[config.mk]
export PLATFORM = sky130hd
export DESIGN_NAME = fx68k_regs_mp
export DESIGN_NICKNAME = d
export VERILOG_FILES = /design/src/rtl/fx68k_regs_mp.sv
export SDC_FILE = /design/constraint.sdc
export NUM_CORES = 2
export LEC_CHECK = 0
export BUFFER_PORTS_ARGS = -buffer_cell sky130_fd_sc_hd__buf_2
export CAP_MARGIN = 20
export CORE_ASPECT_RATIO = 0.6
export CORE_UTILIZATION = 62
export DETAILED_ROUTE_END_ITERATION = 8
export HOLD_SLACK_MARGIN = 0.03
export PLACE_DENSITY = 0.77
export SLEW_MARGIN = 0
export SYNTH_ARGS = -nofsm -noshare
export SYNTH_HDL_FRONTEND = slang
export SYNTH_SLANG_ARGS = --single-unit
[constraint.sdc]
create_clock -name clk -period 3.7 [get_ports clk]
set_input_delay 0.37 -clock clk [delete_from_list [all_inputs] [get_ports clk]]
set_output_delay 0.37 -clock clk [all_outputs]
set_load 0.01 [all_outputs]
[src/rtl/fx68k_regs_mp.sv]
// Dual-port fx68k register file: a high lane plus two byte lanes, each with its own write enable.
// A clear sequencer fills every entry with INIT_VAL after reset; port accesses are ignored until it finishes.
module fx68k_regs_mp #(
  parameter int unsigned       ADDR_W   = 5,
  parameter int unsigned       HI_W     = 16,
  parameter int unsigned       DATA_W   = HI_W + 16,
  parameter logic [DATA_W-1:0] INIT_VAL = '0,
  parameter bit                PRIO_B   = 1'b1,
  parameter bit                BYPASS   = 1'b1
) (
  input  logic              clk,
  input  logic              rst_n,
  input  logic              clk_ena,
  input  logic [ADDR_W-1:0] address_a,
  input  logic              wren_a,
  input  logic [2:0]        byteena_a,
  input  logic [DATA_W-1:0] data_a,
  output logic [DATA_W-1:0] q_a,
  input  logic [ADDR_W-1:0] address_b,
  input  logic              wren_b,
  input  logic [2:0]        byteena_b,
  input  logic [DATA_W-1:0] data_b,
  output logic [DATA_W-1:0] q_b,
  output logic              busy
);

  localparam int unsigned DEPTH = 2 ** ADDR_W;

  typedef enum logic {CLEAR, RUN} state_t;

  state_t            state;
  logic [ADDR_W-1:0] clr_addr;

  logic [HI_W-1:0] mem_hi [DEPTH];
  logic [7:0]      mem_b1 [DEPTH];
  logic [7:0]      mem_b0 [DEPTH];

  logic              same;
  logic [2:0]        wr_a, wr_b, coll, we_a, we_b, byp_a, byp_b;
  logic [DATA_W-1:0] old_a, old_b, win, nq_a, nq_b;

  function automatic logic [DATA_W-1:0] lane_mask(input logic [2:0] en);
    return {{HI_W{en[2]}}, {8{en[1]}}, {8{en[0]}}};
  endfunction

  // Per-lane write arbitration and next read data for both ports.
  always_comb begin
    same  = (address_a == address_b);
    wr_a  = {3{wren_a}} & byteena_a;
    wr_b  = {3{wren_b}} & byteena_b;
    coll  = wr_a & wr_b & {3{same}};
    we_a  = wr_a & ~(coll & {3{PRIO_B}});
    we_b  = wr_b & ~(coll & {3{~PRIO_B}});
    byp_a = ~wr_a & wr_b & {3{same & BYPASS}};
    byp_b = ~wr_b & wr_a & {3{same & BYPASS}};
    win   = PRIO_B ? data_b : data_a;
    old_a = {mem_hi[address_a], mem_b1[address_a], mem_b0[address_a]};
    old_b = {mem_hi[address_b], mem_b1[address_b], mem_b0[address_b]};
    nq_a  = (old_a  & ~lane_mask(wr_a | byp_a))
          | (data_a &  lane_mask(wr_a & ~coll))
          | (win    &  lane_mask(coll))
          | (data_b &  lane_mask(byp_a));
    nq_b  = (old_b  & ~lane_mask(wr_b | byp_b))
          | (data_b &  lane_mask(wr_b & ~coll))
          | (win    &  lane_mask(coll))
          | (data_a &  lane_mask(byp_b));
  end

  // Storage has no reset; a reset edge suppresses any write on that edge.
  always_ff @(posedge clk) begin
    if (rst_n && clk_ena) begin
      if (state == CLEAR) begin
        mem_hi[clr_addr] <= INIT_VAL[DATA_W-1:16];
        mem_b1[clr_addr] <= INIT_VAL[15:8];
        mem_b0[clr_addr] <= INIT_VAL[7:0];
      end else begin
        if (we_a[2]) mem_hi[address_a] <= data_a[DATA_W-1:16];
        if (we_a[1]) mem_b1[address_a] <= data_a[15:8];
        if (we_a[0]) mem_b0[address_a] <= data_a[7:0];
        if (we_b[2]) mem_hi[address_b] <= data_b[DATA_W-1:16];
        if (we_b[1]) mem_b1[address_b] <= data_b[15:8];
        if (we_b[0]) mem_b0[address_b] <= data_b[7:0];
      end
    end
  end

  // Clear sequencer and registered read data.
  always_ff @(posedge clk) begin
    if (!rst_n) begin
      state    <= CLEAR;
      clr_addr <= '0;
      busy     <= 1'b1;
      q_a      <= '0;
      q_b      <= '0;
    end else if (clk_ena) begin
      case (state)
        CLEAR: begin
          clr_addr <= clr_addr + ADDR_W'(1);
          if (clr_addr == ADDR_W'(DEPTH - 1)) begin
            state <= RUN;
            busy  <= 1'b0;
          end
        end
        RUN: begin
          q_a <= nq_a;
          q_b <= nq_b;
        end
        default: state <= CLEAR;
      endcase
    end
  end

endmodule
==> summary.md <==
| Metric | Value |
|---|---|
| Via/cell ratio | `7.50` |
| Compound-cell area share of the yosys netlist | `15.1%` |
| Syn Area/Cell | `11.3 um2` |
| Max-slew headroom | `20.7%` |
| LEAKAGE | `22.9 nW` |
| Crit path DAT | `3.47 ns` |
| Post-route cell area | `68,600 um2` |
| R2R setup slack | `0.62 ns` |
| Post-synth top flop | `edfxtp_1` |
| Final WL | `240 mm` |
| First-pass GRT wire length | `337 mm` |
| Fmax | `0.320 GHz` |
| P&R area growth vs syn | `9.17%` |
| Power Density | `380 nW/um2` |
| Max-cap violation count | `0` |
| Minimum clock period | `3.13 ns` |
| Xor and xnor area share after synthesis | `0.111%` |
| Worst path required time | `4.04 ns` |
| Starting Density | `62.6%` |
| Crit Path Max Fanout | `16` |
| Fin. max-slew vios | `0` |
| Final Hold Viols | `0` |
| WS Path Type | `primary input to flop` |
| Failing checks | `design-rule violations` |
| Die span in x | `413 um` |
| Reg-to-reg startpoint | `state$_SDFFE_PN0P_` |
| Hold Buf Count CTS | `20` |
| Worst Setup SP | `clk_ena` |
| # resized after CTS | `0` |
| CTS tree | `done` |
| Vias in the first global route | `47,100` |
| Worst vdd ir | `0.431 mV` |
| Crit share post-route | `84.6%` |
| Min Hold Slack | `0.0507 ns` |
| RSZ-0062 raised after global routing | `false` |
| Final antenna-violating net count | `0` |
| Met2 usage | `58.0%` |
| Startpoint Class | `primary input` |
| CP max stage delay | `0.95 ns` |
| Pin count of the biggest net entering global routing | `131` |
| CTS Buffer Depth | `3` |
| Hold crit path type | `primary input to flop` |
| Sequential-to-total area share from yosys stat | `51.2%` |
| Worst hold path depth | `3` |
| Least-Margin Pin Slew | `1.19 ns` |
| Register bit total from synthesis | `1,095` |
| Post-synth EDFFs | `1,024` |
| Post-synthesis mux area share | `18.7%` |
| Hold Startpoint | `data_a[20]` |
| CTS buffer count | `102` |
| Layout cells sized above 1 | `22.1%` |
| Synthesized area | `62,900 um2` |
| Slowest cell on crit path | `o22ai_2` |
| Final Power | `26.1 mW` |
| Placed instance area | `65,200 um2` |
| Post-synth top area cell | `edfxtp_1` |
| CTS Sinks | `1,095` |
| Clock root buffer | `clkbuf_16` |
| Standard-cell rows | `90` |
| CTS H-tree depth | `3` |
| Synthesis warning total | `0` |
| Iter 0 DRT Violations | `11,000` |
| Clk_skew | `0.0306 ns` |
| Drt drc | `4` |
| Hold endpoint | `q_b[20]$_SDFFE_PN0P_` |
| Drt pass-1 iters | `9` |
| Async S/R FF share, synth | `0%` |
| Core area | `100,000 um2` |
| Adder-cell share of the synthesized area | `0.0398%` |
| Remaining global-route overflow | `0` |
| GRT Total Usage | `46.2%` |
| R2R cell count | `6` |
| I/O Buffers | `149` |
| Die footprint | `103,000 um2` |
| CP Capture Type | `flop` |
| Clock Latency Late Sink | `0.74 ns` |
| Grt peak-use layer | `met1` |
| Yosys top cell area share | `48.9%` |
| Ports | `150` |
| Setup violations, final | `0` |
| Post-CTS Setup Bufs | `0` |
| GPL Wtd Cong | `1.08` |
| Status | `finished, violations left` |
| Largest family of logic cells by synthesized area | `multiplexers` |
| Final nets | `5,588` |
| M1 GR Usage | `65.5%` |
| Final HPWL DP | `163 mm` |
| Routed via count | `51,900` |
| Worst r2r dst | `mem_hi[6][8]$_DFFE_PP_` |
| Post-synthesis simple-gate area fraction | `10.0%` |
| Syn Nets | `5,634` |
| Routed WL per cell | `34.7 um` |
| Cells after Synth | `5,547` |
| Synth cell types | `75` |
| Synth area leaders | `edfxtp_1 49%, mux4_2 16%, o21ai_0 8.8%, nand2_1 7.1%, clkbuf_1 2.4%` |
| Clock slew at reported path FFs | `0.07 ns` |
| Antenna violations before repair | `13` |
| Worst-path cell chain | `dlygate4sd3_1, buf_2, nor2b_1, buf_4, nand2_1, nor3b_1, a21oi_1, o22ai_2` |
| Met3 Track Usage GR | `27.2%` |
| Die height | `249 um` |
| Setup Total Neg Slack | `0 ns` |
## cells in the final DEF (no fill, tap or decap), types with 32 or more instances in the layout
master,count
a221oi_1,35
o22ai_1,196
clkbuf_16,103
nand2_1,1186
nor2_2,35
edfxtp_1,1024
a21oi_1,50
a211oi_1,44
buf_4,305
nor2_1,155
o21ai_0,1109
mux4_2,446
mux2i_1,64
dfxtp_1,71
o22ai_2,32
a22oi_1,100
mux2_2,65
buf_2,145
## synthesized netlist by cell type, types with 11 or more instances
cell type,instances
nor2b_1,21
dfxtp_1,71
and2_1,12
o21ai_0,1109
o22ai_1,228
mux4_1,11
buf_6,23
clkbuf_1,401
nor3_1,29
a22oi_1,100
a211oi_1,44
a22o_1,29
nor4_1,12
a221o_1,28
a221oi_1,35
nor2_1,189
mux2_2,65
buf_4,29
mux4_2,446
buf_1,15
nand2_1,1190
mux2i_1,64
edfxtp_1,1024
buf_2,156
a21oi_1,50
## metrics by stage
| stage | worst slack (ns) | cells | util, % |
|---|---|---|---|
| floorplan | 0.819 | 5547 | - |
| global placement | 0.332 | 6703 | 64.9 |
| detailed placement | 0.271 | 6705 | 64.9 |
| finish | 0.570 | 6925 | 68.3 |
| CTS | 0.666 | 6913 | 68.3 |
| global route | 0.522 | 6923 | 68.3 |
## state kept, by name, indices dropped and copies added, names as in the netlist
signal / flops
mem_hi: 512
mem_b0: 256
mem_b1: 256
q_a: 32
q_b: 32
clr_addr: 5
busy: 1
state: 1
## worst max-delay path by stage
stage / endpoint / slack [ns] / depth (start not counted)
4_1_cts: mem_b0[14][1]$_DFFE_PP_ / 0.67 / 8
5_1_grt: mem_b0[9][5]$_DFFE_PP_ / 0.52 / 8
2_1_floorplan: mem_hi[12][0]$_DFFE_PP_ / 0.82 / 8
3_3_place_gp: mem_hi[20][7]$_DFFE_PP_ / 0.33 / 7
3_5_place_dp: mem_b1[21][5]$_DFFE_PP_ / 0.27 / 5
6_report: mem_hi[6][8]$_DFFE_PP_ / 0.57 / 8
## layout make-up
cell class / instances / area (um2)
fillers: 7177 / 31800
diodes: 6 / 15.0
repair buffers: 491 / 3610
multi-input cells: 3810 / 28000
clock buffers: 136 / 2740
inverters: 1 / 3.75
clock inverters: 52 / 415
well taps: 1334 / 1670
flip-flops and latches: 1095 / 32200
## critical path, delay by kind of cell
family | cells | cell delay, ns
AOI/OAI and AO/OA | 2 | 1.18
buffers and inverters | 3 | 0.90
and+or+nand+nor | 3 | 1.00
## report_power, final
part	switching [mW]	internal, mW
clock	4.96	5.51
combinational	1.53	0.721
sequential	0.0231	13.4
## metal layers
layer | wire (um) | vias to the layer above
li1 | - | 21000
met1 | 82000 | 24800
met2 | 91600 | 5313
met3 | 54700 | 791
met4 | 11400 | 20
met5 | 416 | -
## logic make-up (layout without fill, tap and decap cells)
logic type | count (synthesis) | count (layout)
mux | 591 | 591
flops | 1095 | 1095
fa+ha+maj | 2 | 2
buf+inv | 642 | 680
xor+xnor | 8 | 8
simple gates | 1541 | 1541
compound gates | 1668 | 1668
other cells | 0 | 6
Note: power is estimated with default switching activity, not from simulation.
